## config.mk

```make
export PLATFORM = sky130hd
export DESIGN_NAME = fsm_ctx_sched
export DESIGN_NICKNAME = d
export VERILOG_FILES = /design/src/rtl/fsm_sched_pkg.sv /design/src/rtl/rr_arbiter.sv /design/src/rtl/fsm_ctx_sched.sv
export SDC_FILE = /design/constraint.sdc
export NUM_CORES = 1
export LEC_CHECK = 0
export CAP_MARGIN = 20
export CORE_ASPECT_RATIO = 1.1
export CORE_UTILIZATION = 50
export CTS_BUF_LIST = sky130_fd_sc_hd__clkbuf_4 sky130_fd_sc_hd__clkbuf_8
export DETAILED_ROUTE_END_ITERATION = 6
export PLACE_DENSITY = 0.69
export SLEW_MARGIN = 10
export SYNTH_ARGS = -nofsm -noshare
export SYNTH_HDL_FRONTEND = slang
export SYNTH_SLANG_ARGS = --single-unit
```

## constraint.sdc

```tcl
create_clock -name clk -period 4.25 [get_ports clk]
set_input_delay 0.85 -clock clk [delete_from_list [all_inputs] [get_ports clk]]
set_output_delay 0.85 -clock clk [all_outputs]
set_load 0.02 [all_outputs]
```

## src/rtl/fsm_sched_pkg.sv

```systemverilog
//------------------------------------------------------------------------------
// fsm_sched_pkg : widths, state codes and reset contents of the shared table
// Rev 1.0
//------------------------------------------------------------------------------
`default_nettype none

package fsm_sched_pkg;

  localparam int ST_W    = 3;
  localparam int OUT_W   = 3;
  localparam int ENTRY_W = ST_W + OUT_W;

  localparam logic [ST_W-1:0] S0 = 3'd0;
  localparam logic [ST_W-1:0] S1 = 3'd1;
  localparam logic [ST_W-1:0] S2 = 3'd2;
  localparam logic [ST_W-1:0] S3 = 3'd3;
  localparam logic [ST_W-1:0] S4 = 3'd4;

  // Indexed by {state, a}; entry = {next, out}. States 5..7 fall back to s0/out 0.
  localparam logic [ENTRY_W-1:0] DEFAULT_TABLE [0:15] = '{
    6'h0A, 6'h0A, 6'h15, 6'h25, 6'h1E, 6'h1E, 6'h04, 6'h0C,
    6'h13, 6'h13, 6'h00, 6'h00, 6'h00, 6'h00, 6'h00, 6'h00
  };

  function automatic logic [ENTRY_W-1:0] default_entry(input int idx);
    if (idx >= 0 && idx < 16) return DEFAULT_TABLE[idx];
    return '0;
  endfunction

endpackage

`default_nettype wire

```

## src/rtl/rr_arbiter.sv

```systemverilog
//------------------------------------------------------------------------------
// rr_arbiter : round-robin pick of one requester, pointer advances past winner
// Rev 1.0
//------------------------------------------------------------------------------
`default_nettype none

module rr_arbiter #(
  parameter int N     = 4,
  parameter int IDX_W = (N > 1) ? $clog2(N) : 1
) (
  input  logic             clk,
  input  logic             reset,
  input  logic [N-1:0]     req,
  input  logic             advance,
  output logic [N-1:0]     gnt,
  output logic [IDX_W-1:0] gnt_idx
);

  logic [IDX_W-1:0] r_ptr;
  logic             w_found;
  logic [IDX_W-1:0] w_idx;

  always_comb begin : comb_pick
    int j;
    w_found = 1'b0;
    w_idx   = '0;
    j       = 0;
    for (int k = 0; k < N; k++) begin
      j = int'(r_ptr) + k;
      if (j >= N) j = j - N;
      if (!w_found && req[j]) begin
        w_found = 1'b1;
        w_idx   = IDX_W'(j);
      end
    end
  end

  assign gnt     = w_found ? (N'(1) << w_idx) : '0;
  assign gnt_idx = w_idx;

  // Pointer only moves when a grant is actually consumed.
  always_ff @(posedge clk or negedge reset) begin
    if (!reset) begin
      r_ptr <= '0;
    end else if (advance && w_found) begin
      r_ptr <= (w_idx == IDX_W'(N - 1)) ? '0 : w_idx + 1'b1;
    end
  end

endmodule

`default_nettype wire

```

## src/rtl/fsm_ctx_sched.sv

```systemverilog
//------------------------------------------------------------------------------
// fsm_ctx_sched : N contexts time-share one programmable next-state/output table
// Rev 1.0
//------------------------------------------------------------------------------
`default_nettype none

module fsm_ctx_sched #(
  parameter int N_CTX = 4,
  parameter int ST_W  = fsm_sched_pkg::ST_W,
  parameter int OUT_W = fsm_sched_pkg::OUT_W,
  parameter int CTX_W = (N_CTX > 1) ? $clog2(N_CTX) : 1
) (
  input  logic                  clk,
  input  logic                  reset,
  input  logic [N_CTX-1:0]      req,
  input  logic [N_CTX-1:0]      a_in,
  input  logic [N_CTX-1:0]      ctx_clr,
  input  logic                  cfg_we,
  input  logic [ST_W:0]         cfg_addr,
  input  logic [ST_W+OUT_W-1:0] cfg_data,
  output logic [N_CTX-1:0]      grant,
  output logic                  out_valid,
  output logic [CTX_W-1:0]      out_ctx,
  output logic [OUT_W-1:0]      out_val,
  output logic [ST_W-1:0]       out_state
);
  import fsm_sched_pkg::*;

  localparam int DEPTH   = 2 ** (ST_W + 1);
  localparam int ENT_W   = ST_W + OUT_W;

  logic [ENT_W-1:0] r_table [DEPTH];
  logic [ST_W-1:0]  r_state [N_CTX];

  logic [N_CTX-1:0] w_gnt;
  logic [CTX_W-1:0] w_idx;
  logic             w_step;
  logic [ST_W:0]    w_addr;
  logic [ENT_W-1:0] w_entry;
  logic [ST_W-1:0]  w_next;
  logic [OUT_W-1:0] w_out;

  // Cleared contexts sit out this cycle; a table write suppresses any step.
  rr_arbiter #(.N(N_CTX), .IDX_W(CTX_W)) u_arb (
    .clk     (clk),
    .reset   (reset),
    .req     (req & ~ctx_clr),
    .advance (~cfg_we),
    .gnt     (w_gnt),
    .gnt_idx (w_idx)
  );

  assign w_step  = ~cfg_we & (|w_gnt);
  assign w_addr  = {r_state[w_idx], a_in[w_idx]};
  assign w_entry = r_table[w_addr];
  assign w_next  = w_entry[ENT_W-1 -: ST_W];
  assign w_out   = w_entry[OUT_W-1:0];

  always_ff @(posedge clk or negedge reset) begin
    if (!reset) begin
      for (int i = 0; i < DEPTH; i++) r_table[i] <= ENT_W'(default_entry(i));
    end else if (cfg_we) begin
      r_table[cfg_addr] <= cfg_data;
    end
  end

  always_ff @(posedge clk or negedge reset) begin
    if (!reset) begin
      for (int i = 0; i < N_CTX; i++) r_state[i] <= '0;
    end else begin
      for (int i = 0; i < N_CTX; i++) begin
        if (ctx_clr[i])                r_state[i] <= '0;
        else if (w_step && w_gnt[i])   r_state[i] <= w_next;
      end
    end
  end

  always_ff @(posedge clk or negedge reset) begin
    if (!reset) begin
      grant     <= '0;
      out_valid <= 1'b0;
      out_ctx   <= '0;
      out_val   <= '0;
      out_state <= '0;
    end else begin
      grant     <= w_step ? w_gnt : '0;
      out_valid <= w_step;
      if (w_step) begin
        out_ctx   <= w_idx;
        out_val   <= w_out;
        out_state <= w_next;
      end
    end
  end

endmodule

`default_nettype wire
```

==> metrics.yaml <==
status:
  status: "complete, no violations"
clock_network:
  post-cts-setup-buffers: 0
  clockRootBuffer: "clkbuf_8"
  numCtsBuffers: 17
  holdBufCountCts: 0
  clock_sinks: 123
  clock_path_buffers: 2
  cts_tree: "built"
  path_clk_slew_ns: 0.07
  insertion_delay_ns: 0.44
  cts_resized: 0
  htree_levels: 4
placed_design:
  routabilityCongestion: 0.904
  dp_cells: 633
  dp_hpwl_microns: 9820
  portBuffers: 37
  place_ws_ns: 0.195
  place_area_sq_um: 6550
yosys:
  seq_area_frac_synth: 0.517
  syn_avg_cell_area_sq_um: 13.1
  synth_area_sq_um: 6020
  synthTopCellsByCount: "108 x mux2_2, 96 x dfrtp_1, 47 x mux2i_1"
  synth_cell_types: 42
  yosys.area.top_type: "dfrtp_1"
  ys_async_sr_fraction: 1.00
  synth_seq_cells: 123
  synth_ff_type: "dfrtp_1"
  yosysMostFrequentCell: "mux2_2"
  synth_edf_count: 0
  synth_cells: 458
  yosysTopAreaCellShare: 0.399
  syn_nets: 487
  ys_warn_count: 0
  synthTopCellsByArea: "dfrtp_1 40%, mux2_2 20%, dfstp_2 12%"
floorplanning:
  die_h_microns: 117
  initial_core_util: 0.519
  core_region_area_sq_um: 11600
  die_x_microns: 107
  rows: 41
  io_pins: 38
  dieArea_sq_um: 12500
sta:
  maxSlewHeadroom: 0.464
  worst_pin_slew_ns: 0.804
  finalCritPeriodShare: 0.853
  setup_slack_ns: 0.625
  clock_skew_ns: 0.0151
  report.final.slew_viol_count: 0
  max_freq_ghz: 0.276
  period_minus_slack_ns: 3.62
  setup_tns_ns: 0
  hold_violations: 0
  rsz0062_at_grt: "no"
  setup_viol: 0
routing:
  drtPass1Iterations: 4
  wl_per_cell_microns: 21.1
  viasPerCell: 5.93
  vias: 3945
  drt_iter0_markers: 220
  wl_microns: 14000
  drc: 0
  ant_nets: 0
power_and_ir_drop:
  pwr_density_cell_nw_per_um2: 513
  p_leak_nw: 2.96
  ir_worst_vdd_mv: 0.272
hold_path:
  hp-class: "primary input to async pin"
critical_path:
  cp_max_fo: 23
  cp-start-kind: "primary input"
  critical_path_class: "primary input to flip-flop"
  path_common_cell: "mux2i_1"
  required_ns: 4.57
  slowest_delay_ns: 0.54
  arrival_ns: 3.94
  crit_chain: "clkdlybuf4s50_1, nor2b_2, o21ai_1, a21oi_4, inv_2, a211oi_2, nor2_4, buf_4, mux2i_1, mux2i_1, mux2_2, a221o_1"
  timing.critical_path.to_type: "flip-flop"
  cp_slowest_cell: "clkdlybuf4s50_1"
finish:
  stdcell_area_sq_um: 6930
  multiInputGateArea_sq_um: 2780
  ff_latch_area_sq_um: 3110
  n_antenna_cell: 0
  finish.net_count: 531
  stdcell_count: 665
  drive_gt1_frac: 0.379
  num-fill-cells: 926
  synthToLayoutAreaGrowth_pct: 15.2
grt:
  grt_overflow_total: 0
  grt_usage: 0.244
  grt_pass1_vias: 4040
  grt_pass1_wl_microns: 22100
  antenna_found_initial: 0
  grt_max_degree: 90
flow_run:
  drv_cap: 0
## per-layer routing
layer	track usage	up-vias	wire length (microns)
li1	-	1770	-
met1	0.305	2045	6100
met4	0.0849	0	269
met5	0	-	0
met3	0.0565	19	671
met2	0.418	111	6980
## per-stage QoR
step / util / hold WS (ns) / power, mW
2_1_floorplan: - / 0.474 / 2.26
3_3_place_gp: 0.565 / 0.466 / 2.55
3_5_place_dp: 0.565 / 0.470 / 2.59
4_1_cts: 0.597 / 0.487 / 3.58
5_1_grt: 0.598 / 0.504 / 3.73
6_report: 0.598 / 0.484 / 3.55
## worst paths after layout
kind,start,end,slack (ns),cells after the start
max,ctx_clr[3],r_state[9],0.63,12
min,reset,r_state[0],0.48,1
max reg2reg,u_arb.r_ptr[1],r_state[9],1.11,11
min reg2reg,out_ctx[0],out_ctx[0],0.48,2
max in group asynchronous,reset,r_table[77],2.92,2
min in group clk,out_ctx[0],out_ctx[0],0.48,2
## kinds of logic (layout without fill, tap and decap cells)
kind of cell,after synthesis,in the layout,share of synthesized area
simple gates,95,95,0.0832
buf+inv,29,86,0.0227
mux,162,162,0.305
flops,123,123,0.517
compound gates,45,45,0.0638
fa+ha+maj,4,4,0.00832
## cells in the final DEF (no fill, tap or decap), drive strengths merged, types with 5 or more instances in the layout
cell and n:
o21ai 10, clkinv 7, nand2 25, inv 8, nor3 9, buf 10, mux2i 48, mux2 108
dfstp 27, a221o 15, clkbuf 22, nor2 19, a21oi 5, a22oi 7, and2 5, nand2b 5
mux4 6, a211oi 5, nor3b 14, dfrtp 96, clkdlybuf4s50 36
## where the power goes
group	switching [mW]	internal, mW	total [mW]
logic	0.465	0.485	0.951
clock network	0.439	0.545	0.984
registers	0.147	1.47	1.62
## area by class of cell
| class | count | share of cell area |
|---|---|---|
| Tap cell | 150 | 0.0271 |
| Multi-Input combinational cell | 306 | 0.400 |
| Sequential cell | 123 | 0.449 |
| Timing Repair Buffer | 46 | 0.0652 |
| Clock inverter | 10 | 0.0148 |
| Inverter | 8 | 0.00433 |
| Clock buffer | 22 | 0.0392 |
## critical path, delay by kind of cell
kind / cells / cell delay, ns
simple gates: 2 / 0.32
compound gates: 4 / 1.19
buf+inv: 3 / 0.95
mux: 3 / 0.63
## registers in the layout, summed over array words and instances, names as in the netlist
| register | flops |
|---|---|
| r_table | 96 |
| r_state | 12 |
| out_val | 3 |
| out_state | 3 |
| u_arb.r_ptr | 2 |
| out_valid | 1 |
| grant | 4 |
| out_ctx | 2 |
No activity file was read; power rests on OpenSTA's default activity.
==> variant 1: new RTL, config.mk and constraints unchanged <==
Reset style: synchronous (`reset`), changed in 4 clocked blocks.
--- a/src/rtl/rr_arbiter.sv
+++ b/src/rtl/rr_arbiter.sv
@@ -41,3 +41,3 @@
   // Pointer only moves when a grant is actually consumed.
-  always_ff @(posedge clk or negedge reset) begin
+  always_ff @(posedge clk) begin
     if (!reset) begin
--- a/src/rtl/fsm_ctx_sched.sv
+++ b/src/rtl/fsm_ctx_sched.sv
@@ -58,3 +58,3 @@
 
-  always_ff @(posedge clk or negedge reset) begin
+  always_ff @(posedge clk) begin
     if (!reset) begin
@@ -66,3 +66,3 @@
 
-  always_ff @(posedge clk or negedge reset) begin
+  always_ff @(posedge clk) begin
     if (!reset) begin
@@ -77,3 +77,3 @@
 
-  always_ff @(posedge clk or negedge reset) begin
+  always_ff @(posedge clk) begin
     if (!reset) begin
Formal check against the unedited RTL: differs if reset is asserted again (counterexample within 4 cycles, from zero or initial values and one cycle with reset low); with reset held inactive, the same outputs for 4 cycles.
==> variant 1 against the unedited design <==
  * Worst hold slack gained 0.057 ns
  * Synthesized cell count up 18%
  * Sequential power fell by 12%
  * Register-to-register slack lost 0.19 ns
  * Critical endpoint is now r_state[1][1]
  * Global-route usage up 2.2 points
  * Final area grew 4.4%
  * Highest routed layer unchanged
  * Combinational power decreased by 42%
  * Sequential share of layout area grew 4.1 points
  * Largest cell class unchanged
  * Synthesized area increased by 2.6%
  * Power decreased by 13%
  * Routed wire length rose by 13%
  * Setup slack got worse by 0.14 ns
  * Critical path type unchanged
  * Count of clock-buffer cells in the layout is 2 lower
  * Sequential cell count did not move
==> variant 1: results (changes against the unedited design) <==
[sta]
finalClockSkew_ns = 0.009997  ; was 0.01510 ns
hold_viol = 0  ; unchanged
slew_headroom_pct = 39.80  ; was 46.42%

[routing]
via_count = 4615  ; was 3,945
dr.pass1.iters = 6  ; was 4
vias_per_cell = 6.072  ; was 5.932
first_iter_violations = 513  ; was 220
wl_per_cell_um = 20.89  ; was 21.08 um

[place]
placed_cell_area_sq_um = 6799  ; was 6553 sq um
dp.cells = 728  ; was 633
finalWeightedCongestion = 0.9077  ; was 0.9035
post-dp-hpwl_um = 11430  ; was 9820 um
pre_cts_slack_ns = 0.08492  ; was 0.1953 ns

[layout]
drive_gt1_share_pct = 15.84  ; was 37.86%
multi_input_area_sq_um = 2386  ; was 2775 sq um
buffers = 73  ; was 46
layout.nonclk_buf_share_pct = 8.857  ; was 6.517%
final-clk-cell-share_pct = 6.002  ; was 5.398%
seq_area_sq_um = 3543  ; was 3112 sq um
syn_to_final_growth_pct = 17.19  ; was 15.16%
fin_nets = 622  ; was 531
nFillCells = 958  ; was 926
n_all_inverters = 9  ; was 8
multi_input_cells = 369  ; was 306
num-clock-buffers = 20  ; was 22

[grt]
gr-usage-met1_pct = 33.60  ; was 30.50%
track_usage_pct = 26.61  ; was 24.37%
grt_first_pass_wirelength_um = 24550  ; was 22,080 um
met3_usage_pct = 6.288  ; was 5.648%
grt_pass1_vias = 4549  ; was 4,040
gr-usage-met2_pct = 43.27  ; was 41.76%
grt_max_degree = 33  ; was 90

[worst_setup_path]
crit_path_max_fanout = 4  ; was 23
cpMaxStageDelayCell = o21ai_0  ; was clkdlybuf4s50_1
cp_top_family = buffers and inverters  ; was compound AO/OA/AOI/OAI gates
worstPathArrival_ns = 3.96  ; was 3.94 ns
critical-path-max-stage-delay_ns = 0.50  ; was 0.54 ns

[power_and_ir_drop]
switching_share_pct = 26.43  ; was 29.58%
peakVddDrop_mv = 0.2210  ; was 0.2719 mV
p_leak_nw = 2.692  ; was 2.965 nW

[logic_synthesis]
synth-seq-area-share_pct = 57.41  ; was 51.70%
synthArstFlopShare_pct = 0  ; was 100.0%
synth_edf_count = 108  ; was 0
ys_types = 51  ; was 42
syn_nets = 569  ; was 487
synth_ff_type = edfxtp_1  ; was dfrtp_1
synthCells = 540  ; was 458
synth_area_leaders = edfxtp_1 (53%), and2_1 (5.6%), mux2i_1 (5.5%)  ; was dfrtp_1 (40%), mux2_2 (20%), dfstp_2 (12%)
ys_top_cells_by_count = edfxtp_1 (108), and2_1 (55), o21ai_0 (40), mux2i_1 (34), nor2_1 (30)  ; was mux2_2 (108), dfrtp_1 (96), mux2i_1 (47), dfstp_2 (27), nand2_1 (25)

[clock_tree]
post-cts-setup-buffers = 0  ; unchanged

[floorplanning]
rows = 42  ; was 41

[outcome]
status = completed  ; unchanged

[min_path]
hp-class = reg2reg  ; was in2async

==> variant 1: cell count changes after synthesis, sizes merged, moves of 27 or more <==
cell / change
dfrtp: -96
o21ai: +33
and2: +50
dfstp: -27
mux2: -103
edfxtp: +108
==> variant 1: final timing paths <==
kind | cells past startpoint | slack (ns) | to | startpoint
max reg2reg | 12 | 0.92 | r_state[1][1] | u_arb.r_ptr[1]
min reg2reg | 2 | 0.54 | out_ctx[0] | out_ctx[0]
max | 12 | 0.48 | r_state[1][1] | ctx_clr[3]
min | 2 | 0.54 | out_ctx[0] | out_ctx[0]
==> variant 1: cell families after synthesis <==
group | count (synthesis) | share of synthesized area, %
AO/OA/AOI/OAI | 93 | 10.22
adder cells (fa/ha/maj) | 4 | 0.8109
buffers and inverters | 48 | 3.933
flip-flops | 123 | 57.41
multiplexers | 39 | 6.426
AND/OR/NAND/NOR | 233 | 21.20
==> variant 1: power by group through the flow <==
stage / logic [W] / clock network, W / registers (W)
3_5_place_dp: 0.000541 / 0 / 0.00144
2_1_floorplan: 0.000342 / 0 / 0.00144
5_1_grt: 0.000591 / 0.00119 / 0.00142
6_report: 0.000552 / 0.00112 / 0.00142
3_3_place_gp: 0.000532 / 0 / 0.00144
4_1_cts: 0.000546 / 0.00113 / 0.00142
==> variant 1: metal layers <==
layer / vias up / part of all wire, % / wire length [um]
met3: 36 / 6.6 / 1044
met1: 2262 / 40 / 6340
met4: 0 / 2.6 / 416
met2: 217 / 51 / 8077
li1: 2100 / - / -
met5: - / 0 / 0
==> variant 2: new RTL, same flow settings <==
Without the edit above. The package constant `OUT_W` goes from 3 to 6.
--- a/src/rtl/fsm_sched_pkg.sv
+++ b/src/rtl/fsm_sched_pkg.sv
@@ -9,3 +9,3 @@
   localparam int ST_W    = 3;
-  localparam int OUT_W   = 3;
+  localparam int OUT_W   = 6;
   localparam int ENTRY_W = ST_W + OUT_W;
Interface: changed (resized cfg_data and out_val); port bits go from 38 to 44. The function was not compared with the original's and may differ.
==> variant 2 against the unedited design <==
  * Clock power rose by 17%
  * Via count rose by 45%
  * Sequential power rose by 41%
  * Final area rose by 37%
  * Worst hold slack got worse by 0.067 ns
  * Synthesized area rose by 41%
  * Highest routed layer unchanged
  * Setup slack got worse by 0.090 ns
  * Global-route usage rose by 0.22 points
  * Sequential cell count rose by 51
  * Routed wire length rose by 43%
  * Power rose by 35%
  * First-iteration DRC count rose by 50%
  * Combinational power rose by 45%
==> variant 2: results (changes against the unedited design) <==
[sta]
slew_headroom_pct = 30.96  ; was 46.42%
finalClockSkew_ns = 0.01619  ; was 0.01510 ns

[layout]
multi_input_area_sq_um = 3835  ; was 2775 sq um
top_regs = r_table (144), r_state (12), out_val (6)  ; was r_table (96), r_state (12), grant (4)
instances_no_fill = 959  ; was 665
sh_seq_area_pct = 46.10  ; was 44.90%
nFillCells = 1360  ; was 926
num-clock-buffers = 20  ; was 22
buffers = 60  ; was 46
fin_nets = 774  ; was 531
largest_reg_flops = 144  ; was 96

[place]
pre_cts_slack_ns = 0.06239  ; was 0.1953 ns
dp.cells = 927  ; was 633
post-dp-hpwl_um = 13760  ; was 9820 um
finalWeightedCongestion = 0.8901  ; was 0.9035

[logic_synthesis]
ys_top_cells_by_count = dfrtp_1 (147), mux2_2 (144), nand2_1 (109), mux2i_1 (51), nand3_1 (32)  ; was mux2_2 (108), dfrtp_1 (96), mux2i_1 (47), dfstp_2 (27), nand2_1 (25)
syn_area_sq_um = 8497  ; was 6018 sq um
avgSynthCellArea_sq_um = 12.12  ; was 13.14 sq um
ys_types = 54  ; was 42
syn_nets = 733  ; was 487
synth_area_leaders = dfrtp_1 (43%), mux2_2 (19%), dfstp_2 (8.3%)  ; was dfrtp_1 (40%), mux2_2 (20%), dfstp_2 (12%)

[grt]
met3_usage_pct = 4.012  ; was 5.648%
grt_max_degree = 89  ; was 90
grt_pass1_vias = 6030  ; was 4,040
track_usage_pct = 24.58  ; was 24.37%

[worst_setup_path]
cp_top_family = simple AND/OR/NAND/NOR gates  ; was compound AO/OA/AOI/OAI gates
crit_path_max_fanout = 12  ; was 23
worstPathArrival_ns = 4.08  ; was 3.94 ns
critical-path-max-stage-delay_ns = 0.62  ; was 0.54 ns

[clock_tree]
clkTransAtPathRegs_ns = 0.09  ; was 0.07 ns

[outcome]
status = completed  ; unchanged

[routing]
first_iter_violations = 331  ; was 220
wl_met2_um = 10120  ; was 6982 um

[power_and_ir_drop]
peakVddDrop_mv = 0.2722  ; was 0.2719 mV

## variant 2: kinds of logic after synthesis
kind of cell	Yosys count	synth area share, %
AOI/OAI and AO/OA	49	5.360
adders and majority gates	4	0.5890
buffers and inverters	46	3.225
DFF	174	51.64
muxes	195	25.09
and+or+nand+nor	233	14.09
## variant 2: report_power, final
| part | switching (W) | total, W | internal, W |
|---|---|---|---|
| clock network | 0.000601 | 0.00115 | 0.000547 |
| logic | 0.000725 | 0.00138 | 0.000650 |
| registers | 0.000213 | 0.00229 | 0.00207 |
| total | 0.00154 | 0.00481 | 0.00327 |
## variant 2: path summary, 6_finish.rpt
check,startpoint,endpoint,slack [ns],cells after the start
setup / recovery,ctx_clr[2],out_state[0],0.54,12
setup reg to reg,u_arb.r_ptr[0],out_state[0],1.06,12
min in group clk,out_ctx[0],out_ctx[0],0.49,2
hold reg to reg,out_ctx[0],out_ctx[0],0.49,2
max in group asynchronous,reset,r_table[63],2.86,2
hold / removal,reset,r_state[2],0.42,1
